`config.mk`:
```
export PLATFORM = sky130hd
export DESIGN_NAME = rsc_encoder_gen_flat
export DESIGN_NICKNAME = d
export VERILOG_FILES = /design/src/rtl/rsc_encoder_gen_if.sv /design/src/rtl/rsc_encoder_gen.sv /design/src/flat_wrapper.sv
export SDC_FILE = /design/constraint.sdc
export NUM_CORES = 1
export LEC_CHECK = 0
export ABC_AREA = 1
export BUFFER_PORTS_ARGS = -buffer_cell sky130_fd_sc_hd__buf_2
export CORE_MARGIN = 3
export CORE_UTILIZATION = 60
export DETAILED_ROUTE_END_ITERATION = 10
export HOLD_SLACK_MARGIN = 0.15
export PLACE_DENSITY = 0.93
export SYNTH_ARGS = -nofsm -noshare
export SYNTH_HDL_FRONTEND = slang
export SYNTH_SLANG_ARGS = --single-unit
export TNS_END_PERCENT = 100
```
`constraint.sdc`:
```
create_clock -name clk -period 4.45 [get_ports clk]
set_input_delay 0.89 -clock clk [delete_from_list [all_inputs] [get_ports clk]]
set_output_delay 0.89 -clock clk [all_outputs]
set_load 0.05 [all_outputs]
```
`src/rtl/rsc_encoder_gen_if.sv`:
```
// Stream and control bundle between a turbo datapath driver and the RSC constituent encoder.
interface rsc_encoder_gen_if #(
  parameter int M     = 3,
  parameter int LEN_W = 13
);
  logic             start;
  logic [LEN_W-1:0] k_len;
  logic             in_bit;
  logic             in_valid;
  logic             in_ready;
  logic             out_valid;
  logic             out_ready;
  logic             out_sys;
  logic             out_par;
  logic             out_tail;
  logic             out_last;
  logic             busy;
  logic             done;
  logic [M-1:0]     enc_state;

  modport master (
    output start, k_len, in_bit, in_valid, out_ready,
    input  in_ready, out_valid, out_sys, out_par, out_tail, out_last, busy, done, enc_state
  );

  modport slave (
    input  start, k_len, in_bit, in_valid, out_ready,
    output in_ready, out_valid, out_sys, out_par, out_tail, out_last, busy, done, enc_state
  );
endinterface

```
`src/rtl/rsc_encoder_gen.sv`:
```
// Parametrised RSC constituent encoder: k_len data beats then M termination beats,
// single-entry registered output with full valid/ready backpressure.
//
// state | meaning
// IDLE  | waiting for start with nonzero k_len
// DATA  | encoding input bits until k_len accepted
// TAIL  | emitting M trellis-termination beats
// DRAIN | waiting for the final tail beat to transfer
module rsc_encoder_gen #(
  parameter int         M       = 3,
  parameter logic [M:0] FB_POLY = 4'hD,
  parameter logic [M:0] FF_POLY = 4'hB,
  parameter int         LEN_W   = 13
) (
  input logic clk,
  input logic aclr,
  rsc_encoder_gen_if.slave bus
);

  typedef enum logic [1:0] {IDLE, DATA, TAIL, DRAIN} state_t;

  state_t           state;
  logic [1:M]       s;
  logic [LEN_W-1:0] k_lat;
  logic [LEN_W-1:0] cnt;
  logic [LEN_W-1:0] cnt_nxt;
  logic [2:0]       tcnt;
  logic             out_valid_q;
  logic             out_sys_q;
  logic             out_par_q;
  logic             out_tail_q;
  logic             out_last_q;
  logic             busy_q;
  logic             done_q;
  logic             adv;
  logic             fb;
  logic             ff_s;
  logic             a_dat;
  logic             par_dat;
  logic             tail_end;

  always_comb begin
    fb   = 1'b0;
    ff_s = 1'b0;
    for (int i = 1; i <= M; i++) begin
      fb   = fb ^ (FB_POLY[i] & s[i]);
      ff_s = ff_s ^ (FF_POLY[i] & s[i]);
    end
  end

  assign adv      = !out_valid_q || bus.out_ready;
  assign a_dat    = bus.in_bit ^ fb;
  assign par_dat  = (FF_POLY[0] & a_dat) ^ ff_s;
  assign cnt_nxt  = cnt + LEN_W'(1);
  assign tail_end = (tcnt == 3'(M - 1));

  always_ff @(posedge clk) begin
    if (aclr) begin
      state       <= IDLE;
      s           <= '0;
      k_lat       <= '0;
      cnt         <= '0;
      tcnt        <= '0;
      out_valid_q <= 1'b0;
      out_sys_q   <= 1'b0;
      out_par_q   <= 1'b0;
      out_tail_q  <= 1'b0;
      out_last_q  <= 1'b0;
      busy_q      <= 1'b0;
      done_q      <= 1'b0;
    end else begin
      done_q <= 1'b0;
      if (out_valid_q && bus.out_ready) out_valid_q <= 1'b0;
      case (state)
        IDLE: begin
          if (bus.start && (bus.k_len != '0)) begin
            k_lat  <= bus.k_len;
            s      <= '0;
            cnt    <= '0;
            busy_q <= 1'b1;
            state  <= DATA;
          end
        end
        DATA: begin
          if (bus.in_valid && adv) begin
            out_valid_q <= 1'b1;
            out_sys_q   <= bus.in_bit;
            out_par_q   <= par_dat;
            out_tail_q  <= 1'b0;
            out_last_q  <= 1'b0;
            s           <= {a_dat, s[1:M-1]};
            cnt         <= cnt_nxt;
            if (cnt_nxt == k_lat) begin
              tcnt  <= '0;
              state <= TAIL;
            end
          end
        end
        TAIL: begin
          // Feeding u = fb makes the register input zero, flushing the trellis.
          if (adv) begin
            out_valid_q <= 1'b1;
            out_sys_q   <= fb;
            out_par_q   <= ff_s;
            out_tail_q  <= 1'b1;
            out_last_q  <= tail_end;
            s           <= {1'b0, s[1:M-1]};
            tcnt        <= tcnt + 3'd1;
            if (tail_end) state <= DRAIN;
          end
        end
        DRAIN: begin
          if (out_valid_q && bus.out_ready) begin
            busy_q <= 1'b0;
            done_q <= 1'b1;
            state  <= IDLE;
          end
        end
        default: state <= IDLE;
      endcase
    end
  end

  assign bus.in_ready  = (state == DATA) && adv;
  assign bus.out_valid = out_valid_q;
  assign bus.out_sys   = out_sys_q;
  assign bus.out_par   = out_par_q;
  assign bus.out_tail  = out_tail_q;
  assign bus.out_last  = out_last_q;
  assign bus.busy      = busy_q;
  assign bus.done      = done_q;
  assign bus.enc_state = s;

endmodule

```
`src/flat_wrapper.sv`:
```
// flat-port wrapper written by rule: the top's interface ports become plain ports
module rsc_encoder_gen_flat 
#(
  parameter int         M       = 3,
  parameter logic [M:0] FB_POLY = 4'hD,
  parameter logic [M:0] FF_POLY = 4'hB,
  parameter int         LEN_W   = 13
)
  (clk, aclr, bus_start, bus_k_len, bus_in_bit, bus_in_valid, bus_out_ready, bus_in_ready, bus_out_valid, bus_out_sys, bus_out_par, bus_out_tail, bus_out_last, bus_busy, bus_done, bus_enc_state);
  rsc_encoder_gen_if #(.M(M), .LEN_W(LEN_W)) bus_i ();
  input logic clk;
  input logic aclr;
  input wire logic [$bits(bus_i.start)-1:0] bus_start;
  input wire logic [$bits(bus_i.k_len)-1:0] bus_k_len;
  input wire logic [$bits(bus_i.in_bit)-1:0] bus_in_bit;
  input wire logic [$bits(bus_i.in_valid)-1:0] bus_in_valid;
  input wire logic [$bits(bus_i.out_ready)-1:0] bus_out_ready;
  output wire logic [$bits(bus_i.in_ready)-1:0] bus_in_ready;
  output wire logic [$bits(bus_i.out_valid)-1:0] bus_out_valid;
  output wire logic [$bits(bus_i.out_sys)-1:0] bus_out_sys;
  output wire logic [$bits(bus_i.out_par)-1:0] bus_out_par;
  output wire logic [$bits(bus_i.out_tail)-1:0] bus_out_tail;
  output wire logic [$bits(bus_i.out_last)-1:0] bus_out_last;
  output wire logic [$bits(bus_i.busy)-1:0] bus_busy;
  output wire logic [$bits(bus_i.done)-1:0] bus_done;
  output wire logic [$bits(bus_i.enc_state)-1:0] bus_enc_state;
  assign bus_i.start = bus_start;
  assign bus_i.k_len = bus_k_len;
  assign bus_i.in_bit = bus_in_bit;
  assign bus_i.in_valid = bus_in_valid;
  assign bus_i.out_ready = bus_out_ready;
  assign bus_in_ready = bus_i.in_ready;
  assign bus_out_valid = bus_i.out_valid;
  assign bus_out_sys = bus_i.out_sys;
  assign bus_out_par = bus_i.out_par;
  assign bus_out_tail = bus_i.out_tail;
  assign bus_out_last = bus_i.out_last;
  assign bus_busy = bus_i.busy;
  assign bus_done = bus_i.done;
  assign bus_enc_state = bus_i.enc_state;
  rsc_encoder_gen #(.M(M), .FB_POLY(FB_POLY), .FF_POLY(FF_POLY), .LEN_W(LEN_W)) u_core (.clk(clk), .aclr(aclr), .bus(bus_i));
endmodule
```
==> run metrics, run 1 <==
antenna diode count 0; Initial Util 62.9%; row count 22; nets 412; H-tree Lvls 2; Buffers on Ports 29; largest net degree at the start of global routing 27; Max Fclk 385 MHz; GRT Total Usage 24.7%; Seq/Total Area, Yosys 35.1%; CTS Sinks 41; hpwl dp 3950 um; hold buffer count at cts 0; crit path max fanout 14; initial antenna violation count 0; Power Density 509 mW/mm^2; vias in the first global route 2,084; P&R area growth vs syn 10.9%; status finished, final reports clean; ys async rst share 0%; GR Overflow Total 0; Synthesized Nets 384; Hold Path Class reg -> reg; post-cts sizing count 0; Routed wire per std cell 12.1 um; FILL cells 339; Synthesis Warnings 0; CTS Buf Count 5; share of the synthesized area in the top cell type 35.1%; Post-synth EDFFs 0; Avg Vias per Cell 5.34; CTS tree yes; Initial DRC Count 133; Static Leak 1.08 nW; WP data arrival 2820 ps; gpl congestion 0.889; Worst-Margin Slew 885 ps; setup_tns 0 ps; clk slew on worst S/H paths 70 ps; first-pass detailed-route iteration total 4; Worst EP required 4670 ps; total number of vias 2,319; maximum vdd drop 0.440 mV; critical path launch point type input port; Final Setup Violations 0; Vert. Die Dim 68.4 um; die area 0.00468 mm^2; insertion delay to the later sink of the worst-skew pair 290 ps; mapped cell area 0.00234 mm^2; final wirelength 5240 um; crit path kind in -> reg; Clock Path Buffers 2; Routed Antenna Nets 0; Core Region 0.00372 mm^2; Primary FF master, synth dfxtp_1; Yosys top cell by area dfxtp_1; postcts setup bufs 0; number of I/O pins 30; Setup crit end kind register; cell count after synthesis 357; max-slew violations 0; Final Hold Fails 0; Tcrit/Tclk final 58.3%; Final Skew 3.69 ps; post-synth cell types 26; CTS root buffer clkbuf_8; ranking of synthesized cells by area dfxtp_1 (35%), nand2_1 (14%), a21oi_1 (8.8%); ratio of cells with drive above 1 in the final layout 12.7%; RSZ-0062 raised after global routing false; Die X 68.4 um; Final Util 69.8%; Rel. slew slack 40.8%; min Tclk post-route 2600 ps; Max-Cap Viols 0; most frequent cell after synthesis nand2_1; global-route wire length before repair 8600 um; Mean Syn Cell Area 6.55 um^2; #FFs+latches synth 41; commonest cells in the netlist nand2_1 (90), inv_1 (42), a21oi_1 (41), dfxtp_1 (41), nand3_1 (38); DRC viols 0
## area by class of cell
cell class	instances	area, um^2	share of cell area [%]
multi-input cells	265	1330	51.1
clock buffers	8	80.1	3.09
inverters	43	161	6.23
well taps	48	60.1	2.32
flip-flops and latches	41	821	31.7
repair buffers	29	145	5.60
## power breakdown
| group | internal [mW] | switching (mW) | total [mW] |
|---|---|---|---|
| clock network | 0.111 | 0.122 | 0.233 |
| logic | 0.173 | 0.417 | 0.590 |
| registers | 0.442 | 0.0548 | 0.497 |
## per-stage QoR
| stage | cell area [um^2] | total power, mW | worst slack (ps) | hold WS, ps | instances |
|---|---|---|---|---|---|
| finish | 2590 | 1.32 | 1850 | 469 | 434 |
| global route | 2590 | 1.41 | 1600 | 490 | 434 |
| CTS | 2590 | 1.32 | 1870 | 471 | 434 |
| detailed placement | 2510 | 1.09 | 1600 | 460 | 426 |
| global placement | 2510 | 1.07 | 1720 | 450 | 426 |
| floorplan | 2340 | 0.966 | 1980 | 435 | 357 |
## kinds of logic (layout without fill, tap and decap cells)
kind of cell    after synthesis  count (layout)  share of synthesized area [%]
simple gates                183             183                           35.0
compound gates               66              66                           14.3
buf+inv                      51              80                           8.24
flops                        41              41                           35.1
fa+ha+maj                     8               8                           4.28
xor+xnor                      8               8                           3.00
## layout by cell type (no fill, tap or decap), types with 2 or more instances in the layout
cell	count
xor2_1	3
inv_1	42
nand2_2	5
nor2_1	31
clkbuf_8	5
buf_2	29
clkbuf_1	3
nor2_2	4
nor3_1	2
nand2_4	2
a21oi_1	41
dfxtp_1	41
nand3_1	38
nor2_4	3
nand2_1	90
ha_1	8
nand4_1	5
xnor2_1	5
o21ai_0	22
## sequential cells by signal (all words and copies together), names as in the netlist
register,cells
u_core.bus.out_tail,1
u_core.bus.busy,1
u_core.state,2
u_core.bus.enc_state,3
u_core.bus.out_last,1
u_core.cnt,13
u_core.bus.out_sys,1
u_core.bus.out_valid,1
u_core.bus.done,1
u_core.tcnt,3
u_core.k_lat,13
u_core.bus.out_par,1
## per-layer routing
metal  up-vias  global-route usage (%)  part of all wire [%]
li1       1209                       -                     -
met1      1040                    27.5                    41
met2        60                    43.9                    52
met3        10                    6.08                   5.2
met4         0                    10.9                   2.1
met5         -                       0                     0
## final timing paths
| path | slack (ps) | end | startpoint | cells past startpoint |
|---|---|---|---|---|
| setup / recovery | 1850 | u_core.cnt[10] | bus_k_len[0] | 10 |
| hold / removal | 470 | u_core.k_lat[1] | u_core.k_lat[1] | 2 |
| setup reg to reg | 1890 | u_core.cnt[10] | u_core.state[1] | 9 |
| hold reg to reg | 470 | u_core.k_lat[1] | u_core.k_lat[1] | 2 |
## worst max-delay path, cell delays in order
cell and delay [ps]:
buf_2 80, nor2_1 40, nor3b_1 140, nand4_1 110, nand2_1 60, nand2_1 100, nand2_1 290, nor2_1 780
nand3_1 140, a21oi_1 180
Note: power is estimated with default switching activity, not from simulation.
==> run 2, diff against run 1 <==
--- a/config.mk
+++ b/config.mk
@@ -8,10 +8,10 @@
 export ABC_AREA = 1
 export BUFFER_PORTS_ARGS = -buffer_cell sky130_fd_sc_hd__buf_2
 export CORE_MARGIN = 3
-export CORE_UTILIZATION = 60
+export CORE_UTILIZATION = 52
 export DETAILED_ROUTE_END_ITERATION = 10
 export HOLD_SLACK_MARGIN = 0.15
-export PLACE_DENSITY = 0.93
+export PLACE_DENSITY = 0.87
 export SYNTH_ARGS = -nofsm -noshare
 export SYNTH_HDL_FRONTEND = slang
 export SYNTH_SLANG_ARGS = --single-unit
==> constraint.sdc (replaced) <==
create_clock -name clk -period 2.2 [get_ports clk]
set_input_delay 0.44 -clock clk [delete_from_list [all_inputs] [get_ports clk]]
set_output_delay 0.44 -clock clk [all_outputs]
set_load 0.05 [all_outputs]
==> run 2 against run 1 <==
Clock power increased by 100%. Final area is 1.9% higher. Hold slack got worse by 58 ps. Power is 110% higher. Sequential cell count unchanged. Setup slack got worse by 1600 ps. Sequential power increased by 100%. Clock skew increased by 2.7 ps.
==> run metrics, run 2 (synthesis results as in run 1) <==
first-pass detailed-route iteration total 4; number of I/O pins 30; row count 23; WP data arrival 2100 ps; min Tclk post-route 1940 ps; insertion delay to the later sink of the worst-skew pair 290 ps; Core Region 0.00417 mm^2; GR Overflow Total 0; DRC viols 0; crit path kind reg -> reg; nets 414; largest net degree at the start of global routing 27; Final Hold Fails 0; Avg Vias per Cell 5.34; max-slew violations 0; Clock Path Buffers 2; Rel. slew slack 59.7%; Tcrit/Tclk final 88.0%; Routed Antenna Nets 0; Worst EP required 2360 ps; CTS root buffer clkbuf_8; P&R area growth vs syn 12.9%; global-route wire length before repair 8860 um; Final Setup Violations 0; RSZ-0062 raised after global routing false; clk slew on worst S/H paths 80 ps; Setup crit end kind register; CTS tree yes; total number of vias 2,339; Final Instance Count excl. Fillers 438; Routed wire per std cell 12.2 um; most frequent cells in the layout nand2_1 (90), inv_1 (41), a21oi_1 (41), nand3_1 (38), dfxtp_1 (38); Post-Place Cells 430; crit path max fanout 8; critical path launch point type register; Worst-Margin Slew 605 ps; initial antenna violation count 0; leading registers by flop count u_core.cnt: 13 flops, u_core.k_lat: 13 flops; hold buffer count at cts 0; Initial Util 56.0%; Max Fclk 517 MHz; ratio of cells with drive above 1 in the final layout 15.5%; post-route cell area 0.00264 mm^2; Power Density 1040 mW/mm^2; setup_tns 0 ps; placed cell areas 0.00254 mm^2; status finished, final reports clean; CTS Buf Count 5; hpwl dp 4010 um; maximum vdd drop 1.08 mV; final wirelength 5340 um; antenna diode count 0; Buffers on Ports 29; Vert. Die Dim 73.1 um; Final Util 63.3%; commonest non-fill, non-tap cell in the layout nand2_1; vias in the first global route 2,082; GRT Total Usage 21.1%; CTS Sinks 41; die area 0.00534 mm^2; Die X 73.1 um; Static Leak 1.10 nW; Final Skew 6.42 ps; Initial DRC Count 139; H-tree Lvls 2; gpl congestion 0.866; Hold Path Class in -> reg; Max-Cap Viols 0
-- run 2: cell types whose count changed in the layout (fill, tap and decap cells not counted), sizes merged --
cell / delta
buf: +2
clkbuf: -2
clkinv: +2
-- run 2: critical path: stages (launching register included) --
cell	delay, ps
dfxtp_2	370
ha_2	210
inv_1	40
nand2_1	90
nand2_1	70
nand2_1	70
nand2_1	50
nor2_1	130
nand3_1	90
nor2_1	100
nand2_1	60
nor2_1	110
nand2_2	90
nand2_4	110
nand2_1	100
nand2_1	70
a21oi_1	50
-- run 2: where the power goes --
part	switching (mW)	internal, mW
Combinational	0.875	0.398
Sequential	0.111	0.897
Clock	0.254	0.220
Total	1.24	1.51
-- run 2: layout make-up --
cell class / instances / area (um^2)
clock buffers: 6 / 72.6
fillers: 398 / 1530
multi-input cells: 265 / 1340
well taps: 50 / 62.6
flip-flops and latches: 41 / 825
inverters: 43 / 161
repair buffers: 31 / 173
clock inverters: 2 / 10.0
-- run 2: worst paths after layout --
check / from / endpoint / slack, ps / cells past startpoint
max: u_core.cnt[0] / u_core.tcnt[1] / 260 / 16
min: bus_out_ready / u_core.bus.done / 410 / 3
max reg2reg: u_core.cnt[0] / u_core.tcnt[1] / 260 / 16
min reg2reg: u_core.bus.out_last / u_core.bus.out_last / 470 / 2
-- run 2: routing by layer --
| layer | global-route usage [%] | vias to the layer above | share of wire (%) |
|---|---|---|---|
| met1 | 25.1 | 1058 | 43 |
| met3 | 3.86 | 11 | 4.6 |
| met5 | 0 | - | 0 |
| met2 | 35.8 | 58 | 50 |
| met4 | 10.7 | 0 | 3.0 |
| li1 | - | 1212 | - |
-- run 2: per-stage QoR --
stage | hold WS (ps) | setup slack [ps] | total power [mW]
after floorplan | 435 | 374 | 1.95
after global placement | 446 | 94.8 | 2.23
after detailed placement | 460 | -18.0 | 2.26
after CTS | 403 | 93.7 | 2.74
after global routing | 426 | 0.685 | 2.97
final | 411 | 265 | 2.75
-- run 2: timing repair --
item	in CTS	in global routing
resized for setup	1	7
buffers inserted	0	0
setup endpoints to repair	6	9
==> run 3, diff against run 2 <==
--- a/config.mk
+++ b/config.mk
@@ -9,9 +9,10 @@
 export BUFFER_PORTS_ARGS = -buffer_cell sky130_fd_sc_hd__buf_2
 export CORE_MARGIN = 3
 export CORE_UTILIZATION = 52
+export CTS_CLUSTER_DIAMETER = 200
 export DETAILED_ROUTE_END_ITERATION = 10
 export HOLD_SLACK_MARGIN = 0.15
-export PLACE_DENSITY = 0.87
+export PLACE_DENSITY_LB_ADDON = 0.2
 export SYNTH_ARGS = -nofsm -noshare
 export SYNTH_HDL_FRONTEND = slang
 export SYNTH_SLANG_ARGS = --single-unit
==> constraint.sdc (replaced) <==
create_clock -name clk -period 2.2 [get_ports clk]
set_input_delay 0.44 -clock clk [delete_from_list [all_inputs] [get_ports clk]]
set_output_delay 0.44 -clock clk [all_outputs]
set_load 0.02 [all_outputs]
==> run 3 against run 2 <==
Clock power barely moved. Hold slack got worse by 4.7 ps. Critical endpoint is now u_core.tcnt[0]. Sequential power barely moved. Sequential share of layout area rose by 0.059 points. Via count fell by 2.3%. Count of clock-buffer cells in the layout did not move. Final area fell by 0.19%.
==> run metrics, run 3 (synthesis results as in run 1) <==
Initial DRC Count 132; max-slew violations 0; P&R area growth vs syn 12.7%; insertion delay to the later sink of the worst-skew pair 290 ps; Max-Cap Viols 0; gpl congestion 0.844; Power Density 975 mW/mm^2; worst hold stages 3; Post-Place Cells 431; GR Overflow Total 0; Buffers on Ports 29; Power, Total 2.57 mW; H-tree Lvls 2; Worst-Margin Slew 628 ps; CP cell instances ha_2 -> nand2_4 -> nor2_4 -> nand3_1 -> nand2_1 -> nand2_1 -> nand2_1 -> nand3_1 -> nor2_1 -> nand2_2 -> nand2_4 -> nand2_1 -> nor2_1 -> nor2_1; Final Setup Violations 0; Final Hold Fails 0; critical path launch point type register; Slowest-stage cell, CP dfxtp_2; Seq. cell area 825 um^2; global-route wire length before repair 9150 um; most frequent CP cell nand2_1; maximum vdd drop 0.696 mV; Core Region 0.00417 mm^2; status finished, final reports clean; WP data arrival 2130 ps; initial antenna violation count 0; nets 415; row count 23; minimum hold slack 406 ps; DRC viols 0; largest net degree at the start of global routing 27; Routed wire per std cell 12.0 um; Final Instance Count excl. Fillers 439; crit path kind reg -> reg; post-route cell area 0.00264 mm^2; Worst Setup Slack, final 266 ps; post-place setup slack 86.6 ps; clk slew on worst S/H paths 80 ps; Avg Vias per Cell 5.21; CTS Buf Count 5; Max Fclk 517 MHz; commonest non-fill, non-tap cell in the layout nand2_1; Reg2Reg Depth 14; number of I/O pins 30; Tcrit/Tclk final 87.9%; leading registers by flop count u_core.cnt: 13 flops, u_core.k_lat: 13 flops; antenna diode count 0; min Tclk post-route 1930 ps; vias in the first global route 2,124; die area 0.00534 mm^2; Final Util 63.2%; Rel. slew slack 58.1%; crit path max fanout 8; CTS root buffer clkbuf_8; slowest cell delay on critical path 370 ps; Setup crit end kind register; final wirelength 5260 um; Die X 73.1 um; CTS tree yes; Initial Util 56.0%; Worst EP required 2390 ps; FILL cells 384; total number of vias 2,286; area of the multi-input gates 0.00134 mm^2; first-pass detailed-route iteration total 4; Static Leak 1.10 nW; hpwl dp 3970 um; ratio of cells with drive above 1 in the final layout 15.4%; placed cell areas 0.00254 mm^2; Final Skew 3.73 ps; Routed Antenna Nets 0; most frequent cells in the layout nand2_1 (90), inv_1 (42), a21oi_1 (41), nand3_1 (38), dfxtp_1 (38); Hold Path Class in -> reg; Vert. Die Dim 73.1 um; CTS Sinks 41; Clock Path Buffers 2; GRT Total Usage 21.6%; setup_tns 0 ps
run 3: changes by cell type in the layout (fill, tap and decap cells not counted):
cell / before / now
inv_1: 41 / 42
inv_2: 2 / 1
buf_4: 1 / 3
buf_12: 1 / 0
run 3: layer usage:
layer	global-route usage (%)	up-vias	part of all wire, %
li1	-	1219	-
met5	0	-	0
met3	3.86	8	4.7
met1	27.7	1009	47
met4	9.02	0	1.2
met2	35.5	50	47
run 3: timing repair:
| action | in CTS | in global routing |
|---|---|---|
| hold buffers | 0 | 0 |
| buffers inserted | 0 | 0 |
| resized for setup | 0 | 7 |
| setup endpoints to repair | 0 | 17 |
run 3: cell type report:
cell class	instances	share of cell area [%]
multi-input combinational	265	50.7
sequential	41	31.3
timing repair buffer	32	6.36
inverter	43	6.12
clock buffer	6	2.75
tap	50	2.37
clock inverter	2	0.380
run 3: worst paths after layout:
check	startpoint	to	slack, ps
setup reg to reg	u_core.cnt[0]	u_core.tcnt[0]	270
hold / removal	bus_out_ready	u_core.bus.done	410
setup / recovery	u_core.cnt[0]	u_core.tcnt[0]	270
hold reg to reg	u_core.bus.out_tail	u_core.bus.out_tail	470
run 3: where the power goes:
part | leakage [nW] | switching (mW) | internal, mW
clock | 0.0450 | 0.256 | 0.220
combinational | 0.721 | 0.706 | 0.385
sequential | 0.336 | 0.106 | 0.897
total | 1.10 | 1.07 | 1.50
run 3: worst max-delay path, delay by kind of cell (launching register included):
kind | cells | cell delay, ps
flops | 1 | 370
simple gates | 13 | 1260
fa+ha+maj | 1 | 210
